### config.mk
export PLATFORM = sky130hd
export DESIGN_NAME = instr_sequencer
export DESIGN_NICKNAME = d
export VERILOG_FILES = /design/src/rtl/cpu_seq_pkg.sv /design/src/rtl/seq_wait_timer.sv /design/src/rtl/instr_sequencer.sv
export SDC_FILE = /design/constraint.sdc
export NUM_CORES = 1
export LEC_CHECK = 0
export ABC_CLOCK_PERIOD_IN_PS = 1700
export BUFFER_PORTS_ARGS = -buffer_cell sky130_fd_sc_hd__buf_2
export CAP_MARGIN = 10
export CORE_MARGIN = 2
export CORE_UTILIZATION = 45
export CTS_CLUSTER_DIAMETER = 30
export DETAILED_ROUTE_END_ITERATION = 8
export GPL_ROUTABILITY_DRIVEN = 0
export PLACE_DENSITY = 0.78
export SLEW_MARGIN = 25
export SYNTH_ARGS = -nofsm -noshare
export SYNTH_HDL_FRONTEND = slang
export SYNTH_SLANG_ARGS = --single-unit
### constraint.sdc
create_clock -name clk_i -period 1.7 [get_ports clk_i]
set_input_delay 0.425 -clock clk_i [delete_from_list [all_inputs] [get_ports clk_i]]
set_output_delay 0.425 -clock clk_i [all_outputs]
set_load 0.01 [all_outputs]
### src/rtl/cpu_seq_pkg.sv
// Shared definitions for the RV32I multi-cycle sequencer.
// Holds the state encoding (also exported on state_o for debug), the
// writeback-select code that marks a memory writeback, and a helper
// that identifies the memory-wait states covered by the timeout.
package cpu_seq_pkg;

  typedef enum logic [2:0] {
    ST_FETCH  = 3'd0,
    ST_IWAIT  = 3'd1,
    ST_DECODE = 3'd2,
    ST_EXEC   = 3'd3,
    ST_MEM    = 3'd4,
    ST_DWAIT  = 3'd5,
    ST_WB     = 3'd6,
    ST_HALT   = 3'd7
  } seq_state_e;

  localparam logic [1:0] WB_SEL_MEM = 2'b00;

  function automatic logic is_wait_state(input seq_state_e s);
    return (s == ST_FETCH) || (s == ST_IWAIT) || (s == ST_MEM) || (s == ST_DWAIT);
  endfunction

endpackage

### src/rtl/seq_wait_timer.sv
// Wait-cycle counter for the sequencer's memory-wait states.
// Ports:
//   clk_i      clock, rising edge
//   rst_i      synchronous active-high reset
//   clr_i      restart the count (state change)
//   en_i       count this cycle (sitting in a wait state)
//   expired_o  current cycle is the TIMEOUT_CYC-th cycle of the wait
module seq_wait_timer #(
  parameter int unsigned TIMEOUT_CYC = 255
) (
  input  logic clk_i,
  input  logic rst_i,
  input  logic clr_i,
  input  logic en_i,
  output logic expired_o
);

  localparam int unsigned CW = $clog2(TIMEOUT_CYC + 1);

  logic [CW-1:0] cnt_q, cnt_d;

  // cnt_q holds the number of cycles already spent in the wait, so the
  // TIMEOUT_CYC-th cycle is the one where it equals TIMEOUT_CYC-1.
  assign expired_o = (cnt_q == CW'(TIMEOUT_CYC - 1));

  always_comb begin
    cnt_d = cnt_q;
    if (clr_i) begin
      cnt_d = '0;
    end else if (en_i) begin
      cnt_d = cnt_q + CW'(1);
    end
  end

  always_ff @(posedge clk_i) begin
    if (rst_i) begin
      cnt_q <= '0;
    end else begin
      cnt_q <= cnt_d;
    end
  end

endmodule

### src/rtl/instr_sequencer.sv
// Multi-cycle instruction sequencer for the RV32I core.
// Steps each instruction through FETCH, IWAIT, DECODE, EXEC, MEM, DWAIT
// and WB, runs the instruction/data memory handshakes and emits one-shot
// datapath strobes. Any memory wait lasting TIMEOUT_CYC cycles without
// completion latches err_o and parks the FSM in HALT until reset.
// Ports:
//   clk_i, rst_i                  clock / synchronous active-high reset
//   imem_rdy_i, imem_valid_i      instruction memory accept / data valid
//   dmem_rdy_i, dmem_valid_i      data memory accept / load data valid
//   mem_wr_ctl_i, rf_en_ctl_i,
//   wb_sel_ctl_i                  decoded controls (stable from DECODE on)
//   imem_req_o, ir_en_o           fetch request / instruction reg latch
//   dmem_req_o, dmem_we_o         data request / request is a write
//   rf_we_o, pc_we_o, retire_o    writeback strobes (WB only)
//   err_o                         sticky memory-timeout error
//   state_o                       current state encoding
//   instret_o                     retired-instruction count (wrapping)
module instr_sequencer
  import cpu_seq_pkg::*;
#(
  parameter int unsigned CNT_W       = 32,
  parameter int unsigned TIMEOUT_CYC = 255
) (
  input  logic             clk_i,
  input  logic             rst_i,
  input  logic             imem_rdy_i,
  input  logic             imem_valid_i,
  input  logic             dmem_rdy_i,
  input  logic             dmem_valid_i,
  input  logic             mem_wr_ctl_i,
  input  logic             rf_en_ctl_i,
  input  logic [1:0]       wb_sel_ctl_i,
  output logic             imem_req_o,
  output logic             ir_en_o,
  output logic             dmem_req_o,
  output logic             dmem_we_o,
  output logic             rf_we_o,
  output logic             pc_we_o,
  output logic             retire_o,
  output logic             err_o,
  output logic [2:0]       state_o,
  output logic [CNT_W-1:0] instret_o
);

  seq_state_e       state_q, state_d;
  logic             is_load_q, is_load_d;
  logic             is_store_q, is_store_d;
  logic             err_q, err_d;
  logic [CNT_W-1:0] instret_q, instret_d;
  logic             expired;

  // Restarting on every state change gives a fresh count on entry to each
  // wait state; counting only while in a wait state keeps it frozen elsewhere.
  seq_wait_timer #(
    .TIMEOUT_CYC(TIMEOUT_CYC)
  ) u_wait_timer (
    .clk_i    (clk_i),
    .rst_i    (rst_i),
    .clr_i    (state_d != state_q),
    .en_i     (is_wait_state(state_q)),
    .expired_o(expired)
  );

  always_comb begin
    state_d    = state_q;
    is_load_d  = is_load_q;
    is_store_d = is_store_q;
    err_d      = err_q;
    instret_d  = instret_q;
    imem_req_o = 1'b0;
    ir_en_o    = 1'b0;
    dmem_req_o = 1'b0;
    dmem_we_o  = 1'b0;
    rf_we_o    = 1'b0;
    pc_we_o    = 1'b0;
    retire_o   = 1'b0;

    case (state_q)
      ST_FETCH: begin
        imem_req_o = 1'b1;
        if (imem_rdy_i) begin
          state_d = ST_IWAIT;
        end else if (expired) begin
          state_d = ST_HALT;
          err_d   = 1'b1;
        end
      end
      ST_IWAIT: begin
        ir_en_o = imem_valid_i;
        if (imem_valid_i) begin
          state_d = ST_DECODE;
        end else if (expired) begin
          state_d = ST_HALT;
          err_d   = 1'b1;
        end
      end
      ST_DECODE: state_d = ST_EXEC;
      ST_EXEC: begin
        // Classification is captured here so MEM's write qualifier comes
        // straight from a register.
        is_load_d  = rf_en_ctl_i && (wb_sel_ctl_i == WB_SEL_MEM) && !mem_wr_ctl_i;
        is_store_d = mem_wr_ctl_i;
        state_d    = (is_load_d || is_store_d) ? ST_MEM : ST_WB;
      end
      ST_MEM: begin
        dmem_req_o = 1'b1;
        dmem_we_o  = is_store_q;
        if (dmem_rdy_i) begin
          state_d = is_load_q ? ST_DWAIT : ST_WB;
        end else if (expired) begin
          state_d = ST_HALT;
          err_d   = 1'b1;
        end
      end
      ST_DWAIT: begin
        if (dmem_valid_i) begin
          state_d = ST_WB;
        end else if (expired) begin
          state_d = ST_HALT;
          err_d   = 1'b1;
        end
      end
      ST_WB: begin
        rf_we_o   = rf_en_ctl_i;
        pc_we_o   = 1'b1;
        retire_o  = 1'b1;
        instret_d = instret_q + CNT_W'(1);
        state_d   = ST_FETCH;
      end
      ST_HALT: state_d = ST_HALT;
    endcase
  end

  always_ff @(posedge clk_i) begin
    if (rst_i) begin
      state_q    <= ST_FETCH;
      is_load_q  <= 1'b0;
      is_store_q <= 1'b0;
      err_q      <= 1'b0;
      instret_q  <= '0;
    end else begin
      state_q    <= state_d;
      is_load_q  <= is_load_d;
      is_store_q <= is_store_d;
      err_q      <= err_d;
      instret_q  <= instret_d;
    end
  end

  assign err_o     = err_q;
  assign state_o   = state_q;
  assign instret_o = instret_q;

endmodule
## After elaboration in Yosys (flattened, before gate mapping)

Index checks and enable logic that the tools add are counted.

- Add/sub/neg operators: 2
- Multipliers: 0
- Divide/modulo/power cells: 0
- Order comparisons: 0
- Eq/ne operators: 13
- Shift-type cells: 0
- Multiplexer cells: 20
- Bitwise gates (word level): 0
- Reductions and logical operators: 12

Operators with widths:

| kind | number |
|---|---|
| 32-bit by 1-bit adder with 32-bit output, second input constant | 1 |
| 3-bit case mux with 8 select lines | 1 |
| 3-bit two-way mux | 5 |
| 3-bit == test, second input constant | 4 |
| 1-bit two-way mux | 11 |
| 8-bit by 1-bit adder with 8-bit output, second input constant | 1 |
| 8-bit == test, second input constant | 1 |
| 2-bit inequality test, second input constant | 4 |
| 3-bit by 2-bit == test with 1-bit output, second input constant | 2 |
| 5-bit AND reduction | 1 |
| 1-bit logical OR | 4 |
| 2-bit two-way mux | 2 |
| 1-bit case mux with 4 select lines | 1 |
| 4-bit nonzero test | 1 |
| 3-bit by 1-bit == test with 1-bit output, second input constant | 1 |
| 3-bit zero test | 1 |
| 3-bit inequality test | 1 |
| 1-bit logical AND | 2 |
| 2-bit zero test | 1 |
| 2-bit OR reduction | 1 |
| 1-bit zero test | 1 |

- Register bits after elaboration: 46
- Latch bits: 0
- Memory bits (writable): 0
- Bits in read-only memories: 0
- Input bits: 10
- Output and inout port bits: 43
- Logic and storage cells: 53
- Memories kept: 0

## Logic depth before layout (Yosys ltp)

- Depth after elaboration: 8
- Mapped depth: 8
- Mapped depth without buffers: 7

## Modules after synthesis

A second synthesis with hierarchy kept.

- Cell total of the unflattened synthesis: 285
- Area total of the unflattened synthesis: 2377.3 um2

By module, submodules not included:

| module | instances | cells each | area each (um2) | sequential area each (um2) |
|---|---|---|---|---|
| instr_sequencer | 1 | 243 | 2009.4 | 760.7 |
| seq_wait_timer | 1 | 42 | 367.9 | 160.2 |

## Worst setup path after synthesis

Ideal clock, no wire load.

- Path type: register to register
- Start: reg instret_q[0], in the netlist instret_o[0]
- End: reg instret_q[28], in the netlist instret_o[28]
- Setup time: 0.128 ns
- Arrival: 1.563 ns
- Data required time: 1.572 ns
- Path slack: 0.010 ns
- Stages on the path, launching flop included: 8
- Buffers on the path: 1
- Period minus slack after synthesis: 1.690 ns
- Cell sequence: dfxtp_1 -> ha_1 -> and3_1 -> clkbuf_1 -> nand2_2 -> nor4_2 -> xnor2_1 -> nor2_1

- Word-level cells in the longest chain between the ends: 1

Ends and longest elaborated chain:

| what | line | source |
|---|---|---|
| from (decl) | instr_sequencer.sv:49 | `logic [CNT_W-1:0] instret_q, instret_d;` |
| from (signal assigned) | instr_sequencer.sv:146 | `instret_q <= instret_d;` |
| 32-bit by 1-bit adder with 32-bit output | instr_sequencer.sv:127 | `instret_d = instret_q + CNT_W'(1);` |

Every way passes these cells.
A chain may end at the register's enable or synchronous reset.

## Worst setup path after layout

- Start: reg state_q[1], in the netlist state_o[1]
- End: out dmem_we_o

- Word-level cells in the longest chain between the ends: 2

Ends and longest elaborated chain:

| what | line | source |
|---|---|---|
| from (decl) | instr_sequencer.sv:45 | `seq_state_e state_q, state_d;` |
| from (signal assigned) | instr_sequencer.sv:142 | `state_q <= state_d;` |
| 3-bit == test | instr_sequencer.sv:78 | `case (state_q)` |
| 1-bit two-way mux | instr_sequencer.sv:78 |  |
| to (decl) | instr_sequencer.sv:36 | `output logic dmem_we_o,` |

Every way passes these cells.

==> impl_metrics.csv <==
group,metric,value,unit
run_status,run_status,"finished with violations",
yosys,synthTopCellsByArea,"sky130_fd_sc_hd__dfxtp_1, sky130_fd_sc_hd__xnor2_1, sky130_fd_sc_hd__nor2_1, sky130_fd_sc_hd__xor2_1, sky130_fd_sc_hd__nand4_4",
clocking,clk_transition_reported_paths,0.09,ns
worst_setup_path,regToRegEndpoint,"u_wait_timer.cnt_q[6]$_SDFFE_PP0P_",
worst_setup_path,timing.reg2reg.worst_path_depth,7,
yosys,part_of_the_yosys_area_used_for_sequential_elements,37.57,%
global_route,grt_pass1_wl,9611,µm
run_status,violations,"negative setup slack",
timing,clock_period_minus_final_worst_setup_slack,1.700,ns
clocking,clk_latency,0.31,ns
yosys,ys_ff_latch,46,
power_and_ir_drop,power.ir.vdd_worst,0.0004491,V
cells_and_area,fillCellCount,423,
route,drt-pass1-iter-count,4,
global_route,grt_use_met3,4.070,%
power_and_ir_drop,leakagePower,1.385,nW
power_and_ir_drop,clock_power_share,32.0,%
placement,detailed_place.area,0.002893,mm²
power_and_ir_drop,netSwitchingPower,0.0006148,W
global_route,global_route_congestion_overflow_total,0,
floorplan,die_area,0.006054,mm²
cells_and_area,drive_above_1_share,40.40,%
cells_and_area,multiInputGateArea,0.001578,mm²
global_route,first_global_vias,2083,
worst_setup_path,endpoint_required_time_on_the_critical_path,1.27,ns
timing,grt_setup_unrepaired,"true",
yosys,synthesis.instances,276,
yosys,post_synth_instance_area,0.002451,mm²
floorplan,die_w,77.81,µm
clocking,clock-root-buffer,"sky130_fd_sc_hd__clkbuf_8",
timing,finalSetupViolCount,1,
floorplan,core,0.005172,mm²
worst_setup_path,critical-path-slowest-cell,"sky130_fd_sc_hd__dfxtp_2",
timing,timing.final.hold_violations,0,
global_route,grtUsageMet2,32.93,%
route,post_drt_via_cell_ratio,5.259,
min_path,hold_path.startpoint,"mem_wr_ctl_i",
min_path,whs_endpoint,"is_store_q$_SDFFE_PP0P_",
power_and_ir_drop,power.combinational.fraction,18.0,%
floorplan,io-pin-count,53,
clocking,clock_tree_from_tritoncts,"built",
timing,worst_slew_pin_slew,0.4153,ns
worst_setup_path,r2r_start,"state_o[1]$_SDFF_PP0_",
worst_setup_path,critical_path.startpoint_type,"register",
timing,final.setup_skew,0.009769,ns
worst_setup_path,minimum_setup_slack_among_reg_to_reg_paths,-0.0005,ns
yosys,synth.largest_area_cell,"sky130_fd_sc_hd__dfxtp_1",
yosys,yosys-top-cells-count,"sky130_fd_sc_hd__dfxtp_1, sky130_fd_sc_hd__nor2_1, sky130_fd_sc_hd__xnor2_1",
global_route,grt_antenna_before_repair,0,
cells_and_area,fin_nets,366,
route,postRouteAntennaNets,0,
yosys,synth_top_area_share,37.57,%
clocking,h-tree-depth,2,
min_path,hold_path_class,"primary input to register",
yosys,netlist-cell-type-count,47,
route,avgRoutedWirePerCell,14.46,µm
timing,finalWorstSetupSlack,-0.0004939,ns
min_path,min_delay_path_depth,3,
yosys,ys.warnings.count,0,
power_and_ir_drop,p_int,0.001615,W
worst_setup_path,critPathMaxFanout,5,
floorplan,initial_core_util,47.39,%
clocking,bufs_on_longest_clock_path,2,
yosys,yosys_most_used_dff,"sky130_fd_sc_hd__dfxtp_1",
worst_setup_path,worstPathArrival,1.28,ns
global_route,largest_net_degree_at_the_start_of_global_routing,39,
timing,final_min_period_over_clock_period,100.0,%
placement,portBuffers,52,
route,drc,0,
cells_and_area,ff_latch_area,933.4,µm²
worst_setup_path,setup.worst_path.end_class,"primary output",
worst_setup_path,timing.critical_path.cells,"buf_12, nand2b_4, nor2_4, and2_1, buf_2",
yosys,asyncSetResetFlopFracSynth,0,%
floorplan,core.rowCount,26,
route,via_count,2230,
timing,slew_viol_final,0,
power_and_ir_drop,power.density,678.4,mW/mm²
worst_setup_path,worst_setup_startpoint,"state_o[1]$_SDFF_PP0_",
global_route,track_usage,19.65,%
route,route.final.wire_length,6131,µm
global_route,grt_busiest_layer,"met2",
worst_setup_path,cpPeakStageDelay,0.35,ns
yosys,synthMostInstantiatedCell,"sky130_fd_sc_hd__dfxtp_1",
cells_and_area,finish.instance_area,0.003287,mm²
timing,slew-limit-headroom,72.31,%
placement,detailed_place_hpwl,3917,µm
clocking,cts_buffers,5,
yosys,postSynthNetCount,289,
power_and_ir_drop,switching_share,27.57,%
route,dr.first_iter.drc_count,81,
clocking,cts_num_sinks,46,
power_and_ir_drop,seq_power_share,50.0,%
floorplan,dieHeight,77.81,µm
global_route,gr-usage-met1,24.60,%
job,max-cap-violations,0,
worst_setup_path,worst_setup_path_category,"register to primary output",
placement,pre_cts_ws,-0.008522,ns
cells_and_area,synthToLayoutAreaGrowth,34.10,%
yosys,synth_enable_flop_cells,0,
timing,max_clock_freq,588.1,MHz
cells_and_area,insertedDiodeCount,0,
yosys,syn_area_per_cell,8.881,µm²
## routing by layer
metal / wire length [µm] / part of all wire, % / vias to the layer above
li1: - / - / 1114
met1: 2756 / 45 / 1054
met2: 2978 / 49 / 50
met3: 261 / 4.3 / 12
met4: 134 / 2.2 / 0
met5: 0 / 0 / -
## how the worst max path moves through the flow
stage	to	slack, ns	cells past startpoint
finish	dmem_we_o	-0.0005	5
global route	u_wait_timer.cnt_q[7]$_SDFFE_PP0P_	-0.07	7
floorplan	instret_o[28]$_SDFFE_PP0P_	0.01	7
CTS	dmem_we_o	-0.01	5
global placement	u_wait_timer.cnt_q[0]$_SDFFE_PP0P_	0.03	5
detailed placement	u_wait_timer.cnt_q[5]$_SDFFE_PP0P_	-0.009	5
## area by class of cell
cell class,instances,area share [%]
clock buffers,6,2.512
clock inverters,2,0.3807
inverters,9,1.028
multi-input cells,207,48.00
flip-flops and latches,46,28.40
well taps,70,2.665
repair buffers,84,17.02
## through the flow
step / hold WS [ns] / std cells / setup TNS, ns / util [%] / power [W]
floorplan: 0.4317 / 276 / 0 / - / 0.001325
global placement: 0.4663 / 405 / 0 / 55.93 / 0.001417
detailed placement: 0.4730 / 405 / -0.01922 / 55.93 / 0.001425
CTS: 0.3947 / 419 / -0.01292 / 59.75 / 0.002173
global route: 0.4210 / 424 / -0.7676 / 63.55 / 0.002310
finish: 0.4047 / 424 / -0.0004939 / 63.55 / 0.002230
## worst max-delay path: cells and delay by family, from the launching register on
| family | cells | cell delay (ns) |
|---|---|---|
| flops | 1 | 0.35 |
| simple gates | 3 | 0.36 |
| buf+inv | 2 | 0.25 |
## power by group through the flow
stage / clock network (W) / registers (W) / logic [W]
finish: 0.000714 / 0.00112 / 0.000400
global route: 0.000760 / 0.00112 / 0.000432
global placement: 0 / 0.00114 / 0.000278
CTS: 0.000725 / 0.00111 / 0.000335
detailed placement: 0 / 0.00114 / 0.000285
floorplan: 0 / 0.00114 / 0.000190
## registers in the layout, indices dropped and copies added, names as in the netlist
| name | flops |
|---|---|
| instret_o | 32 |
| u_wait_timer.cnt_q | 8 |
| state_o | 3 |
| err_o | 1 |
| is_load_q | 1 |
| is_store_q | 1 |
## placed cells by master (no fill, tap or decap), drive strengths merged, types with 2 or more instances in the layout
| master | count |
|---|---|
| nand3b | 2 |
| a221oi | 2 |
| nor2b | 3 |
| a31oi | 5 |
| nand3 | 9 |
| or3 | 4 |
| nand2b | 6 |
| a21oi | 11 |
| nor3b | 4 |
| and2 | 4 |
| clkbuf | 6 |
| xnor2 | 23 |
| nand4 | 10 |
| and4 | 6 |
| nor2 | 38 |
| nand4b | 2 |
| buf | 83 |
| and3 | 3 |
| inv | 9 |
| xor2 | 10 |
| nor3 | 11 |
| dfxtp | 46 |
| mux2i | 2 |
| nand2 | 21 |
| o21ai | 7 |
| ha | 3 |
| nor4 | 12 |
## what timing repair did
item / 4_1_cts / 5_1_grt
setup endpoints to repair: 13 / 29
hold buffers: 0 / 0
buffers inserted: 5 / 5
pin swaps: 3 / 9
resized for setup: 11 / 34
cloned: 1 / 1
## cells by family after synthesis
kind of cell | Yosys count | share of synthesized area [%]
compound gates | 30 | 8.423
mux | 3 | 1.276
buf+inv | 24 | 5.309
simple gates | 137 | 34.10
fa+ha+maj | 3 | 1.532
xor+xnor | 33 | 11.79
flops | 46 | 37.57
(Power assumes the default switching activity.)
